`src/rtl/lighting_actuator.sv`:
```
// lighting_actuator: accepts lamp-count and shade targets over a valid/ready
// handshake and slews the lamp bank and shade motor toward them, one unit
// per STEP_DIV clocks, pulsing done when both targets are reached.
module lighting_actuator #(
  parameter int STEP_DIV  = 4,
  parameter int SHADE_MAX = 15
) (
  input  logic        clk,
  input  logic        rst_n,
  input  logic        req_valid,
  output logic        req_ready,
  input  logic [3:0]  req_lightnum,
  input  logic [3:0]  req_wshade,
  output logic [15:0] lamp_on,
  output logic [3:0]  cur_lightnum,
  output logic [3:0]  shade_pos,
  output logic        shade_up,
  output logic        shade_down,
  output logic        busy,
  output logic        done
);

  localparam int              TW        = (STEP_DIV > 1) ? $clog2(STEP_DIV) : 1;
  localparam logic [TW-1:0]   TICK_LAST = TW'(STEP_DIV - 1);
  localparam logic [3:0]      SHADE_LIM = 4'(SHADE_MAX);

  typedef enum logic [1:0] {
    S_IDLE,
    S_STEP,
    S_DONE
  } state_t;

  state_t        state_q, state_d;
  logic [TW-1:0] tick_q, tick_d;
  logic [3:0]    cur_n_q, cur_n_d;
  logic [3:0]    shade_q, shade_d;
  logic [3:0]    tgt_n_q, tgt_n_d;
  logic [3:0]    tgt_s_q, tgt_s_d;
  logic          up_q, up_d;
  logic          down_q, down_d;
  logic [3:0]    req_s_clamped;

  assign req_s_clamped = (req_wshade > SHADE_LIM) ? SHADE_LIM : req_wshade;

  // Next-state logic: accept in IDLE, slew one unit per step cycle in STEP.
  always_comb begin
    state_d = state_q;
    tick_d  = tick_q;
    cur_n_d = cur_n_q;
    shade_d = shade_q;
    tgt_n_d = tgt_n_q;
    tgt_s_d = tgt_s_q;
    up_d    = 1'b0;
    down_d  = 1'b0;
    case (state_q)
      S_IDLE: begin
        if (req_valid) begin
          tgt_n_d = req_lightnum;
          tgt_s_d = req_s_clamped;
          tick_d  = '0;
          if (req_lightnum == cur_n_q && req_s_clamped == shade_q) begin
            state_d = S_DONE;
          end else begin
            state_d = S_STEP;
          end
        end
      end
      S_STEP: begin
        if (tick_q == TICK_LAST) begin
          tick_d = '0;
          if (cur_n_q < tgt_n_q) begin
            cur_n_d = cur_n_q + 4'd1;
          end else if (cur_n_q > tgt_n_q) begin
            cur_n_d = cur_n_q - 4'd1;
          end
          if (shade_q < tgt_s_q) begin
            shade_d = shade_q + 4'd1;
            up_d    = 1'b1;
          end else if (shade_q > tgt_s_q) begin
            shade_d = shade_q - 4'd1;
            down_d  = 1'b1;
          end
          if (cur_n_d == tgt_n_q && shade_d == tgt_s_q) begin
            state_d = S_DONE;
          end
        end else begin
          tick_d = tick_q + TW'(1);
        end
      end
      S_DONE: begin
        state_d = S_IDLE;
      end
      default: begin
        state_d = S_IDLE;
      end
    endcase
  end

  // State and datapath registers; reset aborts any move in progress.
  always_ff @(posedge clk) begin
    if (!rst_n) begin
      state_q <= S_IDLE;
      tick_q  <= '0;
      cur_n_q <= '0;
      shade_q <= '0;
      tgt_n_q <= '0;
      tgt_s_q <= '0;
      up_q    <= 1'b0;
      down_q  <= 1'b0;
    end else begin
      state_q <= state_d;
      tick_q  <= tick_d;
      cur_n_q <= cur_n_d;
      shade_q <= shade_d;
      tgt_n_q <= tgt_n_d;
      tgt_s_q <= tgt_s_d;
      up_q    <= up_d;
      down_q  <= down_d;
    end
  end

  // Thermometer lamp drive straight from the registered count; bit 15 can
  // never be set because the count tops out at 15.
  genvar gi;
  generate
    for (gi = 0; gi < 16; gi++) begin : g_lamp
      assign lamp_on[gi] = ({1'b0, cur_n_q} > 5'(gi));
    end
  endgenerate

  assign cur_lightnum = cur_n_q;
  assign shade_pos    = shade_q;
  assign shade_up     = up_q;
  assign shade_down   = down_q;
  assign req_ready    = (state_q == S_IDLE);
  assign busy         = (state_q == S_STEP) || (state_q == S_DONE);
  assign done         = (state_q == S_DONE);

endmodule

```
`config.mk`:
```
export PLATFORM = sky130hd
export DESIGN_NAME = lighting_actuator
export DESIGN_NICKNAME = d
export VERILOG_FILES = /design/src/rtl/lighting_actuator.sv
export SDC_FILE = /design/constraint.sdc
export NUM_CORES = 1
export LEC_CHECK = 0
export ABC_AREA = 1
export CAP_MARGIN = 15
export CORE_ASPECT_RATIO = 1.1
export CORE_MARGIN = 1
export CORE_UTILIZATION = 40
export DETAILED_ROUTE_END_ITERATION = 7
export PLACE_DENSITY = 0.64
export SETUP_SLACK_MARGIN = 0.1
export SLEW_MARGIN = 5
export SYNTH_ARGS = -nofsm -noshare
export SYNTH_HDL_FRONTEND = slang
export SYNTH_SLANG_ARGS = --single-unit
```
`constraint.sdc`:
```
create_clock -name clk -period 4.67 [get_ports clk]
set_clock_uncertainty 0.05 [all_clocks]
set_input_delay 0.934 -clock clk [delete_from_list [all_inputs] [get_ports clk]]
set_output_delay 0.934 -clock clk [all_outputs]
set_load 0.02 [all_outputs]
```
==> flow_metrics.env <==
export IMPL_yosysWarnings=0
export IMPL_clk_latency_ns=0.27
export IMPL_cap_violations=0
export IMPL_max_vdd_ir_drop_mv=0.196
export IMPL_status="finished, final reports clean"
export IMPL_worst_pin_slew_ns=0.523
export IMPL_fin_cells=357
export IMPL_finalCritPeriodShare_pct=68.3
export IMPL_grt_pass1_wl_um=7270
export IMPL_setup_tns_ns=0
export IMPL_ys_seq_area_share_pct=24.3
export IMPL_grt_max_degree=17
export IMPL_drive_gt1_share_pct=8.91
export IMPL_synth_area_per_cell_um2=6.76
export IMPL_synth_edf_count=0
export IMPL_grt_overflow=0
export IMPL_num_vias=1768
export IMPL_port_buffers=38
export IMPL_swShare_pct=43.1
export IMPL_dpl_cell_count=353
export IMPL_numCtsBuffers=3
export IMPL_drt_met1_wl_um=2010
export IMPL_ys_types=30
export IMPL_cts_tree="done"
export IMPL_wl_per_cell_um=11.9
export IMPL_ant_nets=0
export IMPL_syn_num_nets=297
export IMPL_setup_violations=0
export IMPL_rsz0062_at_grt="no"
export IMPL_cts_clk_slew_worst_paths_ns=0.09
export IMPL_cp_start_kind="flop"
export IMPL_met3WireLength_um=142
export IMPL_nets=333
export IMPL_io_pin_count=40
export IMPL_power_share_sequential_pct=25.2
export IMPL_drtIter0Drc=101
export IMPL_die_height_um=72.6
export IMPL_p_int_mw=0.520
export IMPL_die_w_um=66.2
export IMPL_crit_required_ns=3.69
export IMPL_row_count=25
export IMPL_top_layer="met4"
export IMPL_clkPwrFrac_pct=20.1
export IMPL_worstSetupPathType="reg -> out"
export IMPL_start_util_pct=42.0
export IMPL_ys_flop_type="dfxtp_1"
export IMPL_hold_path_class="reg -> reg"
export IMPL_grt_pass1_vias=1653
export IMPL_maxSlewViolCount=0
export IMPL_detailed_place_hpwl_um=3320
export IMPL_postCtsHoldBufs=0
export IMPL_firstDrtPassIters=4
export IMPL_hold_viol=0
export IMPL_max_freq_mhz=314
export IMPL_switching_power_mw=0.393
export IMPL_ys_ff_latch=22
export IMPL_min_period_ns=3.19
export IMPL_max_slew_margin_pct=65.0
export IMPL_syn_inst=268
export IMPL_n_antenna_cell=0
export IMPL_power_share_combinational_pct=54.7
export IMPL_drc=0
export IMPL_root_buffer="clkbuf_8"
export IMPL_dieArea_mm2=0.00481
export IMPL_synthToLayoutAreaGrowth_pct=26.7
export IMPL_leakage_nw=1.09
export IMPL_core_mm2=0.00432
export IMPL_cts_setup_buffers=0
export IMPL_crit_fanout=9
export IMPL_wl_um=4260
export IMPL_h_tree_depth=1
export IMPL_cts_sinks=22
export IMPL_syn_area_mm2=0.00181
export IMPL_drt_vias_per_instance=4.95
export IMPL_crit_path_end_kind="output pin"
export IMPL_cts_resized=0
export IMPL_postSynth_asyncResetShare_pct=0
export IMPL_p_per_area_mw_per_mm2=397
export IMPL_crit_arrival_ns=2.20
export IMPL_antenna_found_initial=0
export IMPL_wl_met2_um=2070
export IMPL_grtUsageTotal_pct=19.4
export IMPL_clock_path_buffers=2
export IMPL_gp_routability_congestion=0.840
[worst max-delay path, cell delays in order, from the launching register on]
cell	delay, ns
dfxtp_1	0.51
inv_1	0.18
ha_1	0.30
nor2_1	0.12
inv_1	0.06
o21ai_0	0.14
clkdlybuf4s50_1	0.62
[flip-flops by register name (all words and copies together), names as in the netlist]
register	flops
tick_q	2
shade_down	1
shade_up	1
cur_lightnum	4
state_q	2
tgt_n_q	4
tgt_s_q	4
shade_pos	4
[routing by layer]
layer / global-route usage, % / up-vias
li1: - / 933
met1: 23.7 / 792
met2: 35.7 / 39
met3: 1.88 / 4
met4: 5.67 / 0
met5: 0 / -
[kinds of logic (layout without fill, tap and decap cells)]
group	count (synthesis)	in the layout	share of synthesized area, %
simple gates	126	126	33.8
other cells	1	1	0.207
fa+ha+maj	18	18	12.4
xor+xnor	10	10	5.59
buf+inv	49	84	10.6
flops	22	22	24.3
compound gates	42	42	13.0
[cell usage in the layout (no fill, tap or decap), types with 3 or more instances in the layout]
cell type,instances
nor3_1,5
nand4_1,4
nor2_1,18
dfxtp_1,22
xnor2_1,8
a21oi_1,17
clkbuf_8,3
nand2_2,7
clkdlybuf4s50_1,38
nand2_1,50
ha_1,18
nand3_1,30
inv_1,39
o21ai_0,20
inv_2,3
[synth_stat cells (all sizes together) (2+ instances only)]
| cell | count | area (µm²) |
|---|---|---|
| a21oi | 19 | 110 |
| buf | 2 | 15.0 |
| clkbuf | 5 | 20.0 |
| dfxtp | 22 | 440 |
| ha | 18 | 225 |
| inv | 42 | 158 |
| nand2 | 60 | 274 |
| nand3 | 32 | 170 |
| nand3b | 2 | 15.0 |
| nand4 | 4 | 25.0 |
| nor2 | 21 | 91.3 |
| nor3 | 5 | 25.0 |
| o211ai | 2 | 15.0 |
| o21ai | 20 | 100 |
| or2 | 2 | 12.5 |
| xnor2 | 8 | 70.1 |
[worst paths after layout]
kind / cells after the start / from / to / slack, ns
worst min register to register: 2 / tick_q[1]$_SDFFE_PN0P_ / tick_q[1]$_SDFFE_PN0P_ / 0.43
worst min-delay path: 2 / tick_q[1]$_SDFFE_PN0P_ / tick_q[1]$_SDFFE_PN0P_ / 0.43
worst max register to register: 15 / cur_lightnum[0]$_SDFFE_PN0P_ / state_q[0]$_SDFFE_PN0P_ / 2.29
worst max-delay path: 6 / cur_lightnum[0]$_SDFFE_PN0P_ / lamp_on[5] / 1.48
[cell type report]
type | count | area [µm²]
clock buffer | 3 | 41.3
clock inverter | 1 | 30.0
fill | 456 | 2020
inverter | 42 | 158
multi-input combinational | 197 | 1180
sequential | 22 | 440
tap | 54 | 67.6
timing repair buffer | 38 | 380
[through the flow]
step | area [µm²] | utilization [%] | power, mW | setup slack, ns | hold WS, ns
after floorplan | 1810 | - | 0.624 | 2.06 | 0.393
after global placement | 2230 | 51.6 | 0.731 | 1.85 | 0.410
after global routing | 2300 | 53.2 | 1.00 | 1.30 | 0.472
after CTS | 2300 | 53.2 | 0.918 | 1.48 | 0.429
final | 2300 | 53.2 | 0.913 | 1.48 | 0.434
after detailed placement | 2230 | 51.6 | 0.734 | 1.78 | 0.416
[power groups by stage]
stage | registers (mW) | clock network, mW | logic [mW]
after detailed placement | 0.234 | 0 | 0.500
after global routing | 0.233 | 0.193 | 0.576
after global placement | 0.233 | 0 | 0.497
after floorplan | 0.231 | 0 | 0.393
after CTS | 0.230 | 0.185 | 0.503
final | 0.230 | 0.184 | 0.499
No activity file was read; power rests on OpenSTA's default activity.
